`config.mk`:
```
export PLATFORM = sky130hd
export DESIGN_NAME = inst_encoder
export DESIGN_NICKNAME = d
export VERILOG_FILES = /design/src/rtl/inst_encoder.sv
export SDC_FILE = /design/constraint.sdc
export NUM_CORES = 1
export LEC_CHECK = 0
export ABC_AREA = 1
export BUFFER_PORTS_ARGS = -buffer_cell sky130_fd_sc_hd__buf_2
export CORE_MARGIN = 4
export CORE_UTILIZATION = 45
export CTS_CLUSTER_DIAMETER = 80
export DETAILED_ROUTE_END_ITERATION = 10
export MAX_ROUTING_LAYER = met4
export PLACE_DENSITY_LB_ADDON = 0.08
export SKIP_CTS_REPAIR_TIMING = 1
export SLEW_MARGIN = 20
export SYNTH_ARGS = -nofsm -noshare
export SYNTH_HDL_FRONTEND = slang
export SYNTH_SLANG_ARGS = --single-unit
```
`constraint.sdc`:
```
create_clock -name clk -period 2.8 [get_ports clk]
set_input_delay 0.28 -clock clk [delete_from_list [all_inputs] [get_ports clk]]
set_output_delay 0.28 -clock clk [all_outputs]
set_load 0.005 [all_outputs]
```
`src/rtl/inst_encoder.sv`:
```
// RV32 instruction encoder: packs fields + immediate into a word, tags it
// with an imem byte address. Optional JAL support: INST_ENC_JTYPE_EN.
module inst_encoder #(
  parameter int                ADDR_W    = 32,
  parameter logic [ADDR_W-1:0] BASE_ADDR = '0,
  parameter int                ERR_CNT_W = 8
) (
  input  logic                 clk,
  input  logic                 rst_n,
  input  logic                 in_valid,
  output logic                 in_ready,
  input  logic [6:0]           opcode,
  input  logic [2:0]           funct3,
  input  logic [6:0]           funct7,
  input  logic [4:0]           rd,
  input  logic [4:0]           rs1,
  input  logic [4:0]           rs2,
  input  logic [31:0]          imm,
  output logic                 out_valid,
  input  logic                 out_ready,
  output logic [31:0]          out_data,
  output logic [ADDR_W-1:0]    out_addr,
  input  logic                 addr_load,
  input  logic [ADDR_W-1:0]    addr_load_val,
  output logic                 err_valid,
  output logic [1:0]           err_code,
  output logic [ERR_CNT_W-1:0] err_cnt
);

  localparam logic [6:0] OP_IMM = 7'b0010011;
  localparam logic [6:0] OP_ST  = 7'b0100011;
  localparam logic [6:0] OP_BR  = 7'b1100011;
  localparam logic [6:0] OP_LUI = 7'b0110111;
`ifdef INST_ENC_JTYPE_EN
  localparam logic [6:0] OP_JAL = 7'b1101111;
`endif

  localparam logic [1:0] E_NONE  = 2'b00;
  localparam logic [1:0] E_RANGE = 2'b01;
  localparam logic [1:0] E_ALIGN = 2'b10;
  localparam logic [1:0] E_ILL   = 2'b11;

  logic [ADDR_W-1:0] r_cnt;
  logic [31:0]       w_word;
  logic [1:0]        w_err;
  logic              w_acc;
  logic              w_ok;
  logic              w_s12;
  logic              w_s13;
`ifdef INST_ENC_JTYPE_EN
  logic              w_s21;
`endif

  assign in_ready = !out_valid || out_ready;
  assign w_acc    = in_valid && in_ready;
  assign w_ok     = w_acc && (w_err == E_NONE);

  // sign-extension checks: upper bits must all equal the field's sign bit
  assign w_s12 = (imm[31:11] == '0) || (imm[31:11] == '1);
  assign w_s13 = (imm[31:12] == '0) || (imm[31:12] == '1);
`ifdef INST_ENC_JTYPE_EN
  assign w_s21 = (imm[31:20] == '0) || (imm[31:20] == '1);
`endif

  // encode the request and classify any error
  always_comb begin
    w_word = '0;
    w_err  = E_NONE;
    unique case (opcode)
      OP_IMM: begin
        w_word = {imm[11:0], rs1, funct3, rd, opcode};
        if (funct3 == 3'b001 || funct3 == 3'b101) begin
          w_word[31:20] = {funct7, imm[4:0]};
          if (imm[31:5] != '0) w_err = E_RANGE;
        end else if (funct3 == 3'b011) begin
          if (imm[31:12] != '0) w_err = E_RANGE;
        end else if (!w_s12) begin
          w_err = E_RANGE;
        end
      end
      OP_ST: begin
        w_word = {imm[11:5], rs2, rs1, funct3, imm[4:0], opcode};
        if (!w_s12) w_err = E_RANGE;
      end
      OP_BR: begin
        w_word = {imm[12], imm[10:5], rs2, rs1, funct3,
                  imm[4:1], imm[11], opcode};
        if (imm[0])      w_err = E_ALIGN;
        else if (!w_s13) w_err = E_RANGE;
      end
      OP_LUI: begin
        w_word = {imm[31:12], rd, opcode};
        if (imm[11:0] != '0) w_err = E_ALIGN;
      end
`ifdef INST_ENC_JTYPE_EN
      OP_JAL: begin
        w_word = {imm[20], imm[10:1], imm[11], imm[19:12], rd, opcode};
        if (imm[0])      w_err = E_ALIGN;
        else if (!w_s21) w_err = E_RANGE;
      end
`endif
      default: w_err = E_ILL;
    endcase
  end

  // output stage: capture good words, drop valid after a consumed handshake
  always_ff @(posedge clk or negedge rst_n) begin
    if (!rst_n) begin
      out_valid <= 1'b0;
      out_data  <= '0;
      out_addr  <= BASE_ADDR;
    end else if (w_ok) begin
      out_valid <= 1'b1;
      out_data  <= w_word;
      out_addr  <= r_cnt;
    end else if (out_ready) begin
      out_valid <= 1'b0;
    end
  end

  // address counter: load wins over the post-accept increment
  always_ff @(posedge clk or negedge rst_n) begin
    if (!rst_n) begin
      r_cnt <= BASE_ADDR;
    end else if (addr_load) begin
      r_cnt <= addr_load_val;
    end else if (w_ok) begin
      r_cnt <= r_cnt + ADDR_W'(4);
    end
  end

  // error pulse, sticky code and saturating count
  always_ff @(posedge clk or negedge rst_n) begin
    if (!rst_n) begin
      err_valid <= 1'b0;
      err_code  <= E_NONE;
      err_cnt   <= '0;
    end else begin
      err_valid <= w_acc && (w_err != E_NONE);
      if (w_acc && (w_err != E_NONE)) begin
        err_code <= w_err;
        if (~&err_cnt) err_cnt <= err_cnt + ERR_CNT_W'(1);
      end
    end
  end

endmodule

```
## Yosys cells after proc, flatten, opt, wreduce, memory -nomap -nowiden

Index checks and enable logic that the tools add are counted.
Widths: inputs -> output; s select.

- Register bits: 108
- Input port bits: 101
- Output and inout port bits: 77

- Add/sub/neg operators: 2
- Eq/ne operators: 9
- Mux-type cells: 15
- Bitwise operators: 1
- Reduce and logical (&&, ||, !) cells: 19

Operator list:

| operator | number |
|---|---|
| $pmux 32 s4 | 1 |
| $mux 32 | 2 |
| $add 32x3->32 const B | 1 |
| $reduce_bool 27->1 | 1 |
| $eq 21x21->1 const B | 1 |
| $logic_not 21->1 | 1 |
| $eq 20x20->1 const B | 1 |
| $logic_not 20->1 | 1 |
| $reduce_bool 20->1 | 1 |
| $eq 7x6->1 const B | 2 |
| $mux 12 | 1 |
| $reduce_bool 12->1 | 1 |
| $add 8x1->8 const B | 1 |
| $mux 2 | 4 |
| $pmux 2 s4 | 1 |
| $reduce_and 8->1 | 1 |
| $eq 7x5->1 const B | 1 |
| $eq 7x7->1 const B | 1 |
| $mux 1 | 6 |
| $reduce_bool 2->1 | 3 |
| $logic_or 1x1->1 | 4 |
| $eq 3x1->1 const B | 1 |
| $eq 3x2->1 const B | 1 |
| $eq 3x3->1 const B | 1 |
| other kinds (5) | 7 |

## Depth between registers and ports, before layout

Gate-level depths: netlist of the first run.

- Depth in word-level cells: 10
- Depth in mapped cells: 15
- Mapped depth without buffers: 13

## Worst setup path after synthesis of the first run

No wires, ideal clock.

- Kind: reg-to-reg
- From: register r_cnt[2]
- To: register r_cnt[20]
- Arrival: 1,571 ps
- Slack: 1,112 ps
- Cell stages (with the launch flop): 12
- Clock period less this slack: 1,688 ps
- Cells stage by stage: dfrtp_1 > ha_1 > nand2_1 > nor3_1 > nand2_1 > inv_1 > nand2_1 > nor2_1 > xor2_1 > o21ai_0 > nand2_1 > nand2_1

- Cells in the longest elaborated chain, start to end: 3

Ends and longest elaborated chain:

| element | RTL line | text |
|---|---|---|
| from (decl) | 43 | `logic [ADDR_W-1:0] r_cnt;` |
| from (signal assigned) | 126 | `r_cnt <= addr_load_val;` |
| from (signal assigned) | 128 | `r_cnt <= r_cnt + ADDR_W'(4);` |
| $add 32x3->32 | 128 |  |
| $mux 32 | 127 | `end else if (w_ok) begin` |
| $mux 32 | 125 | `end else if (addr_load) begin` |

No other way between the ends. The select of a mux whose other input is x is not followed.
A chain may end at the register's enable or synchronous reset.

## Final worst setup path of the first run

- From: register r_cnt[2]
- To: register r_cnt[29]

Same word-level chain as after synthesis.

==> results of run 1 <==
cell usage after synthesis, drive strengths merged:
cell type | count | share of area
nand2 | 281 | 0.18
a21oi | 3 | 0.0025
nand3 | 31 | 0.029
o21ai | 104 | 0.087
clkbuf | 15 | 0.0094
xnor2 | 1 | 0.0015
a221oi | 11 | 0.016
o2111ai | 1 | 0.0015
inv | 81 | 0.051
nor2 | 71 | 0.048
or2 | 3 | 0.0031
a22oi | 12 | 0.015
dfrtp | 108 | 0.45
nand4 | 16 | 0.017
ha | 2 | 0.0042
xor2 | 29 | 0.042
nor3 | 24 | 0.023
buf | 16 | 0.021
nand3b | 2 | 0.0025
through the flow:
| stage | utilization | setup slack, ns |
|---|---|---|
| 2_1_floorplan | - | 1.112 |
| 3_3_place_gp | 0.5471 | 0.5818 |
| 3_5_place_dp | 0.5471 | 0.4921 |
| 4_1_cts | 0.5720 | 0.6846 |
| 5_1_grt | 0.5720 | 0.4491 |
| 6_report | 0.5720 | 0.6934 |
area by class of cell:
| cell class | count | share of cell area |
|---|---|---|
| inverter | 81 | 0.04145 |
| tap | 172 | 0.02934 |
| timing repair buffer | 185 | 0.1327 |
| multi-input combinational | 591 | 0.3846 |
| sequential | 108 | 0.3684 |
| clock buffer | 9 | 0.03070 |
| clock inverter | 7 | 0.01279 |
worst paths after layout:
| kind | start | endpoint | slack (ns) | cells after the start |
|---|---|---|---|---|
| worst max-delay path | r_cnt[2] | r_cnt[29] | 0.69 | 10 |
| worst min-delay path | rst_n | out_data[19] | -0.03 | 2 |
| worst max register to register | r_cnt[2] | r_cnt[29] | 0.69 | 10 |
| worst min register to register | out_data[0] | out_data[0] | 0.46 | 1 |
| max in group asynchronous | rst_n | out_addr[2] | 2.38 | 2 |
| min in group clk | addr_load_val[1] | r_cnt[1] | 0.12 | 3 |
sequential cells by signal, indices dropped and copies added (netlist names):
signal	flops
err_cnt	8
err_code	2
err_valid	1
out_addr	32
out_data	32
out_valid	1
r_cnt	32
power by group:
group          internal [mW]  total (mW)  switching [mW]
clock network          0.720        1.36           0.642
registers               1.66        1.76          0.0995
logic                  0.217       0.549           0.332
logic make-up (layout without fill, tap and decap cells):
| kind of cell | Yosys count | count (layout) |
|---|---|---|
| compound gates | 131 | 131 |
| buf+inv | 112 | 282 |
| fa+ha+maj | 2 | 2 |
| flops | 108 | 108 |
| simple gates | 428 | 428 |
| xor+xnor | 30 | 30 |
per-layer routing:
| metal | up-vias | wire length, um | global-route usage |
|---|---|---|---|
| met1 | 2592 | 7831 | 0.3252 |
| met3 | 31 | 836 | 0.03705 |
| met2 | 154 | 7702 | 0.3527 |
| met4 | 0 | 374 | 0.08028 |
| met5 | - | 0 | - |
| li1 | 2946 | - | - |
worst reg2reg max path: stages (launching register included):
cell	delay (ns)
dfrtp_1	0.38
inv_1	0.13
nor3_1	0.52
inv_1	0.21
nor2_1	0.23
nand2_1	0.10
xor2_1	0.14
nand2_1	0.06
nand2_1	0.05
nand2_1	0.05
o21ai_0	0.09
==> summary.txt, run 1 <==
Status
  • Outcome: finished, violations left
  • Failing checks: negative hold slack

Drt
  • Post-Route WL: 16,740 um
  • Iter 0 DRT Violations: 345
  • Via count: 5,723
  • Avg WL per Cell: 14.52 um
  • Vias per std cell: 4.964
  • Routed Antenna Nets: 0
  • Drt first pass iters: 6
  • DRC: 0

Timing
  • Fin crit share: 0.7524
  • Hold Violations, Final: 9
  • Slew headroom: 0.5680
  • Post-route minimum period: 2.107 ns
  • Max Fclk: 474.7 MHz
  • Setup-failing EPs final: 0
  • Worst hold slack: -0.03385 ns
  • Setup TNS: 0 ns
  • RSZ-0062 raised after global routing: false
  • Max Slew Vio Count: 0
  • Worst-margin pin slew: 0.6430 ns
  • Clk_skew: 0.009419 ns

Critical path
  • CP startpoint kind: flip-flop
  • WP buf/inv: 2
  • Crit path required time: 3.02 ns
  • Worst EP arrival: 2.33 ns
  • Top delay family on crit path: simple AND/OR/NAND/NOR gates
  • Critical Path Sink Type: flip-flop
  • Crit-path most repeated cell: nand2_1
  • CP Cell Sequence: inv_1, nor3_1, inv_1, nor2_1, nand2_1, xor2_1, nand2_1, nand2_1, nand2_1, o21ai_0
  • Crit Path Class: reg2reg
  • Crit path largest cell delay: 0.52 ns
  • Slowest CP cell: nor3_1
  • Worst-path fanout max: 5

Final layout
  • Fin cells: 1,153
  • Fin area: 7336 um^2
  • Footprint of the multi-input gates: 2821 um^2
  • FF/Latch Area: 2703 um^2
  • Post-layout nets: 1,079
  • Layout area overhead: 22.20%
  • Commonest non-fill, non-tap cell in the layout: nand2_1
  • Fill cells: 1,265
  • # diodes: 0
  • Commonest non-fill, non-tap cells in the layout: 277 x nand2_1, 176 x buf_2, 108 x dfrtp_1, 74 x inv_1, 67 x nor2_1
  • Share of layout cells above drive strength 1: 0.2273

Clock tree
  • Root Buffer: clkbuf_16
  • CTS Sinks: 108
  • CTS Buffer Depth: 2
  • CTS buffer count: 9
  • Skew-Pair Late Insertion Delay: 0.36 ns
  • Clk slew on worst S/H paths: 0.08 ns
  • TritonCTS clock tree: built
  • H-Tree Depth: 3

Placed design
  • PortBufs: 177
  • Number of placed instances, taps included: 1,137
  • Routability congestion estimate: 0.9525
  • HPWL Detailed: 12,640 um
  • Placement Cell Area: 7017 um^2

Min path
  • Hold Path Class: in2async

GRT
  • GR Overflow Total: 0
  • Pin count of the biggest net entering global routing: 109
  • First-pass GRT wire length: 27,290 um
  • Vias in the first global route: 5,420
  • Initial antenna violation count: 0
  • GRT Overall Usage: 0.2347

Synth
  • XOR/XNOR Fraction of Synth Area: 0.04377
  • Post-synthesis mux area share: 0
  • Synth Area in Compound Gates: 0.1217
  • Post-synthesis sequential area ratio: 0.4502
  • Syn. warnings: 0
  • Adder-Cell Fraction of Synth Area: 0.004168
  • Post-Syn Area: 6003 um^2
  • Synth Instances: 811
  • Combinational family with the most area after synthesis: simple AND/OR/NAND/NOR gates
  • Synth Net Count: 914
  • Syn avg cell area: 7.402 um^2
  • Simple-Gate Fraction of Synth Area: 0.2991
  • Yosys reg bits: 108
  • Post-synth cell types: 30

Floorplanning
  • I/O pin count: 178
  • Starting density of the core: 0.4681
  • Area of the core: 12,820 um^2
  • Die Area: 15,250 um^2
  • Height of the die: 123.5 um
  • Chip width: 123.5 um
  • Rows: 41

Power
  • Peak supply drop: 0.3315 mV
  • PD cells: 499.7 nW/um^2
  • Total power: 3.666 mW
  • Leakage: 3.872 nW

Flow run
  • Max-Cap Viols: 0
(Power assumes the default switching activity.)
==> run 2: changes to the inputs <==
==> constraint.sdc (replaced) <==
create_clock -name clk -period 2.1 [get_ports clk]
set_input_delay 0.21 -clock clk [delete_from_list [all_inputs] [get_ports clk]]
set_output_delay 0.21 -clock clk [all_outputs]
set_load 0.005 [all_outputs]
==> summary.txt, run 2 (synthesis results as in run 1) <==
Status
  • Outcome: completed

Timing
  • Max Slew Vio Count: 0 (unchanged)
  • RSZ-0062 raised after global routing: false
  • Slew headroom: 0.5887 (+0.02069)
  • Fin crit share: 0.8972 (+0.1449)
  • Hold Violations, Final: 0 (-9)
  • Max Fclk: 530.7 MHz (+12%)
  • Worst-margin pin slew: 0.6105 ns (-0.03254 ns)
  • Clk_skew: 0.009063 ns (-0.0003566 ns)
  • Setup TNS: 0 ns (unchanged)
  • Setup ws final: 0.2159 ns (-0.4775 ns)
  • Post-route minimum period: 1.884 ns (-0.2225 ns)
  • Setup-failing EPs final: 0 (unchanged)
  • Worst hold slack: 0.06420 ns (+0.09805 ns)

GRT
  • Pin count of the biggest net entering global routing: 67 (-39%)
  • Vias in the first global route: 5,419 (-0.018%)
  • Initial antenna violation count: 0 (unchanged)
  • M1 GR Usage: 0.3131 (-0.01206)
  • M2 GR Usage: 0.3609 (+0.008155)
  • GR Overflow Total: 0 (unchanged)
  • GRT Overall Usage: 0.2327 (-0.002035)
  • GR Layer Usage met3: 0.03980 (+0.002745)
  • GRT Max-Usage Layer: met2
  • First-pass GRT wire length: 27,090 um (-0.73%)

Clock tree
  • Clk slew on worst S/H paths: 0.07 ns (about the same)
  • CTS Sinks: 108 (unchanged)
  • Skew-Pair Late Insertion Delay: 0.35 ns (about the same)
  • CTS Buffer Depth: 2 (unchanged)
  • Root Buffer: clkbuf_16
  • CTS buffer count: 9 (unchanged)
  • H-Tree Depth: 3 (unchanged)
  • TritonCTS clock tree: built

Critical path
  • Worst EP arrival: 2.13 ns (-0.20 ns)
  • Slowest CP cell: dfrtp_1
  • Crit path required time: 2.34 ns (-0.68 ns)
  • Top delay family on crit path: simple AND/OR/NAND/NOR gates
  • Crit path largest cell delay: 0.39 ns (-0.13 ns)
  • Critical Path Sink Type: flip-flop
  • Worst r2r path cells: 11 (+1)
  • CP startpoint kind: flip-flop
  • Critical R2R Capture: r_cnt[20]
  • Worst-path fanout max: 3 (-2)
  • Crit-path most repeated cell: nand2_1
  • WP buf/inv: 1 (-1)
  • CP Cell Sequence: ha_1, nand2_1, nor3_1, nand2_1, inv_1, nand2_1, nor2_1, xor2_1, o21ai_0, nand2_1, nand2_1
  • Setup slack, reg-to-reg: 0.22 ns (-0.48 ns)
  • RR Startpoint: r_cnt[2]
  • Crit Path Class: reg2reg

Floorplanning
  • Area of the core: 12,820 um^2 (unchanged)
  • Height of the die: 123.5 um (unchanged)
  • Rows: 41 (unchanged)
  • Starting density of the core: 0.4681 (unchanged)
  • Die Area: 15,250 um^2 (unchanged)
  • I/O pin count: 178 (unchanged)
  • Chip width: 123.5 um (unchanged)

Placed design
  • PortBufs: 177 (unchanged)
  • HPWL Detailed: 13,070 um (+3.4%)
  • Number of placed instances, taps included: 1,150 (+1.1%)
  • Routability congestion estimate: 0.9329 (-2.1%)
  • Pre-CTS WS: 0.1942 ns (-0.2979 ns)

Final layout
  • # diodes: 0 (unchanged)
  • Share of layout cells above drive strength 1: 0.2352 (+0.007857)
  • Commonest non-fill, non-tap cell in the layout: nand2_1
  • Fin cells: 1,167 (+1.2%)
  • Top flop regs: out_addr: 32 flops, out_data: 32 flops, r_cnt: 32 flops
  • Layout area overhead: 23.93%
  • Commonest non-fill, non-tap cells in the layout: 277 x nand2_1, 176 x buf_2, 108 x dfrtp_1, 74 x inv_1, 67 x nor2_1
  • Post-layout nets: 1,093 (+1.3%)
  • Layout Utilization: 0.5801 (+0.008098)

Min path
  • Hold Path Class: in2reg
  • Hold Path End: r_cnt[1]
  • Hold_sp: addr_load_val[1]
  • Depth of the worst hold-timing path: 3

Power
  • Leakage: 3.937 nW (+1.7%)
  • Peak supply drop: 0.5677 mV (+71%)
  • PD cells: 650.6 nW/um^2 (+30%)

Drt
  • Vias per std cell: 4.995 (+0.63%)
  • Post-Route WL: 16,890 um (+0.90%)
  • DRC: 0 (unchanged)
  • Iter 0 DRT Violations: 334 (-3.2%)
  • Routed Antenna Nets: 0 (unchanged)
  • Avg WL per Cell: 14.48 um (-0.31%)
  • Via count: 5,829 (+1.9%)
  • Drt first pass iters: 5 (-1)

Flow run
  • Max-Cap Viols: 0 (unchanged)
run 2: cell count changes in the layout (fill, tap and decap cells not counted):
cell,previous run,this run
clkinv_4,1,2
clkinv_8,1,0
buf_12,2,3
clkbuf_1,0,2
inv_6,1,0
dlygate4sd3_1,0,1
buf_4,7,19
clkinvlp_4,1,0
run 2: final cells by class:
class	count	area, um^2
Timing Repair Buffer	199	1094
Sequential cell	108	2703
Tap cell	172	215.2
Clock inverter	5	70.07
Clock buffer	11	232.7
Fill cell	1247	5385
Inverter	81	304.0
Multi-Input combinational cell	591	2821
run 2: worst max-delay path by stage:
stage                          from  depth (start not counted)  slack, ns          end
after floorplan            r_cnt[2]                         11       0.41    r_cnt[20]
after global placement    opcode[2]                         11       0.23  out_data[1]
after detailed placement    imm[25]                         12       0.19     r_cnt[2]
after CTS                  r_cnt[2]                         11       0.22    r_cnt[20]
after global routing       r_cnt[2]                         11       0.01    r_cnt[26]
final                      r_cnt[2]                         11       0.22    r_cnt[20]
run 2: power breakdown:
part | internal, mW | switching, mW | total, mW
combinational | 0.304 | 0.443 | 0.746
clock | 0.948 | 0.805 | 1.75
sequential | 2.21 | 0.133 | 2.34
total | 3.46 | 1.38 | 4.84
run 2: worst reg2reg max path, delay by kind of cell (launching register included):
family          cells  cell delay, ns
simple gates        7            0.89
flops               1            0.39
fa+ha+maj           1            0.18
xor+xnor            1            0.15
buf+inv             1            0.09
compound gates      1            0.08
run 2: per-layer routing:
metal	up-vias	routed length, um
li1	2973	-
met4	0	354
met3	27	933
met2	180	7843
met1	2649	7762
met5	-	0
run 2: per-stage QoR:
| stage | instance area, um^2 | total power [mW] |
|---|---|---|
| 3_5_place_dp | 7127 | 3.126 |
| 3_3_place_gp | 7127 | 3.114 |
| 2_1_floorplan | 6003 | 2.772 |
| 6_report | 7440 | 4.840 |
| 5_1_grt | 7440 | 5.098 |
| 4_1_cts | 7430 | 4.896 |
==> run 3: changes to the inputs <==
--- a/config.mk
+++ b/config.mk
@@ -5,8 +5,8 @@
 export SDC_FILE = /design/constraint.sdc
 export NUM_CORES = 1
 export LEC_CHECK = 0
-export ABC_AREA = 1
 export BUFFER_PORTS_ARGS = -buffer_cell sky130_fd_sc_hd__buf_2
+export CORE_ASPECT_RATIO = 1.5
 export CORE_MARGIN = 4
 export CORE_UTILIZATION = 45
 export CTS_CLUSTER_DIAMETER = 80
==> summary.txt, run 3 <==
Status
  • Outcome: finished, violations left
  • Failing checks: negative setup slack

Drt
  • Post-Route WL: 17,370 um (+2.8%)
  • Drt first pass iters: 5 (unchanged)
  • Vias per std cell: 5.557 (+11%)
  • Avg WL per Cell: 17.56 um (+21%)
  • Via count: 5,496 (-5.7%)
  • Routed Antenna Nets: 0 (unchanged)
  • Iter 0 DRT Violations: 248 (-26%)
  • DRC: 0 (unchanged)

Clock tree
  • CTS Buffer Depth: 2 (unchanged)
  • TritonCTS clock tree: built
  • Root Buffer: clkbuf_16
  • CTS buffer count: 9 (unchanged)
  • CTS Sinks: 108 (unchanged)
  • Clk slew on worst S/H paths: 0.08 ns (about the same)
  • Skew-Pair Late Insertion Delay: 0.35 ns (about the same)
  • H-Tree Depth: 3 (unchanged)

Critical path
  • Critical Path Sink Type: flip-flop
  • Crit path largest cell delay: 0.53 ns (+0.14 ns)
  • Critical Path Source: imm[6]
  • CP Cell Sequence: buf_6, or4_4, nand3b_1, a22o_1, nor4_4, o211ai_4, buf_12, or4_4, a31oi_1
  • CP startpoint kind: input pin
  • Slowest CP cell: or4_4
  • Worst-path fanout max: 16 (+13)
  • Crit-path most repeated cell: or4_4
  • RR Startpoint: out_valid
  • Worst EP arrival: 2.59 ns (+0.46 ns)
  • Crit Path Class: in2reg
  • Crit path required time: 2.37 ns (+0.03 ns)

Synth
  • Top cells by area, synth: dfrtp_1 51%, nand2_1 10%, o21ai_0 4.1%, a31oi_1 2.7%, nor2_1 2.3%
  • Syn avg cell area: 9.196 um^2 (+24%)
  • Post-synth top area share: 0.5085 (+0.05829)
  • Post-synth cell types: 53 (+77%)
  • Post-synthesis sequential area ratio: 0.5085 (+0.05829)
  • EDFF count, synth: 0 (unchanged)
  • Post-synth top cells: 146 x nand2_1, 108 x dfrtp_1, 44 x o21ai_0, 32 x nor2_1, 23 x a31oi_1
  • Top_reg_cell synth: dfrtp_1
  • Syn. warnings: 0 (unchanged)
  • Yosys reg bits: 108 (unchanged)
  • Synth Net Count: 681 (-25%)
  • Top-count cell post-synth: nand2_1
  • Cell taking the most area after synthesis: dfrtp_1
  • Post-Syn Area: 5315 um^2 (-11%)
  • Share of flip-flops with an asynchronous set or reset: 1.000 (unchanged)
  • Synth Instances: 578 (-29%)

Power
  • PD cells: 639.0 nW/um^2 (-1.8%)
  • Leakage: 3.691 nW (-6.2%)
  • Peak supply drop: 0.4429 mV (-22%)

Final layout
  • Commonest non-fill, non-tap cell in the layout: buf_2
  • Post-layout nets: 937 (-14%)
  • Fin cells: 989 (-15%)
  • Layout area overhead: 41.57%
  • Commonest non-fill, non-tap cells in the layout: 175 x buf_2, 143 x nand2_1, 108 x dfrtp_1, 85 x buf_4
  • # diodes: 0 (unchanged)
  • Top flop regs: out_addr: 32 flops, out_data: 32 flops, r_cnt: 32 flops
  • Share of layout cells above drive strength 1: 0.3802 (+0.1450)

Timing
  • Worst-margin pin slew: 0.6100 ns (-0.0004444 ns)
  • Setup-failing EPs final: 32 (+32)
  • Hold Violations, Final: 0 (unchanged)
  • Worst hold slack: 0.07193 ns (+0.007735 ns)
  • Setup TNS: -3.356 ns (-3.356 ns)
  • Max Slew Vio Count: 0 (unchanged)
  • Fin crit share: 1.105 (+0.2075)
  • Slew headroom: 0.5933 (+0.004597)
  • Post-route minimum period: 2.320 ns (+0.4358 ns)
  • Clk_skew: 0.01060 ns (+0.001533 ns)
  • RSZ-0062 raised after global routing: true
  • Max Fclk: 431.0 MHz (-19%)
  • Setup ws final: -0.2200 ns (-0.4358 ns)

GRT
  • GRT Overall Usage: 0.2520 (+0.01932)
  • Vias in the first global route: 5,417 (-0.037%)
  • Pin count of the biggest net entering global routing: 63 (-6.0%)
  • Initial antenna violation count: 0 (unchanged)
  • First-pass GRT wire length: 27,080 um (about the same)
  • GR Overflow Total: 0 (unchanged)

Floorplanning
  • Height of the die: 141.1 um (+14%)
  • I/O pin count: 178 (unchanged)
  • Chip width: 96.74 um (-22%)
  • Die Area: 13,650 um^2 (-11%)
  • Rows: 48 (+17%)
  • Starting density of the core: 0.4609 (-0.007160)
  • Area of the core: 11,530 um^2 (-10%)

Flow run
  • Max-Cap Viols: 0 (unchanged)

Placed design
  • Routability congestion estimate: 0.9826 (+5.3%)
  • Number of placed instances, taps included: 964 (-16%)
  • PortBufs: 177 (unchanged)
  • HPWL Detailed: 13,160 um (+0.69%)

Min path
  • Hold_sp: addr_load_val[2]
  • Hold Path Class: in2reg
[run 3: cell types whose count changed after synthesis, moves of 12 or more]
cell / previous run / this run
o21ai_1: 40 / 0
or4_1: 0 / 13
inv_1: 74 / 6
a31oi_1: 0 / 23
o31ai_1: 0 / 13
o21ai_0: 64 / 44
nand3_1: 27 / 13
nor2_1: 67 / 32
nand2_1: 277 / 146
and3_1: 0 / 12
xor2_1: 29 / 2
[run 3: report_power, final]
group	switching, mW	internal [mW]
Sequential	0.141	2.22
Combinational	0.368	0.389
Clock	0.829	0.864
Total	1.34	3.47
[run 3: through the flow]
stage               cell area [um^2]  setup slack [ns]  total power [mW]    util
floorplan                       5416           -0.3210             2.689       -
global route                    7525           -0.3233             5.039  0.6526
finish                          7525           -0.2200             4.808  0.6526
detailed placement              6984           -0.6365             3.133  0.6057
CTS                             7281           -0.2951             4.824  0.6314
global placement                6984           -0.5921             3.102  0.6057
[run 3: worst paths after layout]
path                                     end  slack (ns)  cells after the start
worst min-delay path                r_cnt[2]        0.07                      3
min in group asynchronous        out_data[3]        0.39                      2
max in group asynchronous           r_cnt[5]        0.98                      3
worst max-delay path               r_cnt[13]       -0.22                      9
worst max register to register     r_cnt[13]       -0.05                      7
worst min register to register  out_addr[26]        0.46                      2
[run 3: metal layers]
layer,share of wire,vias to the layer above,global-route usage
met2,0.53,204,0.4509
met3,0.058,28,0.03812
met5,0,-,-
li1,-,2614,-
met1,0.39,2650,0.2850
met4,0.028,0,0.09172
[run 3: area by class of cell]
class                   count  area, um^2
flip-flops and latches    108        2703
multi-input cells         435        2605
clock buffers              10       239.0
inverters                   7       26.28
fillers                  1043        4006
repair buffers            273        1707
clock inverters             6       57.56
well taps                 150       187.7
[run 3: cell families after synthesis]
kind of cell,after synthesis,share of synthesized area
simple gates,284,0.2554
compound gates,132,0.1730
flops,108,0.5085
buf+inv,35,0.02825
xor+xnor,12,0.01977
mux,5,0.01036
fa+ha+maj,2,0.004707
[run 3: worst max-delay path, delay by kind of cell]
| family | cells | cell delay [ns] |
|---|---|---|
| simple gates | 4 | 1.47 |
| buf+inv | 2 | 0.27 |
| compound gates | 3 | 0.62 |
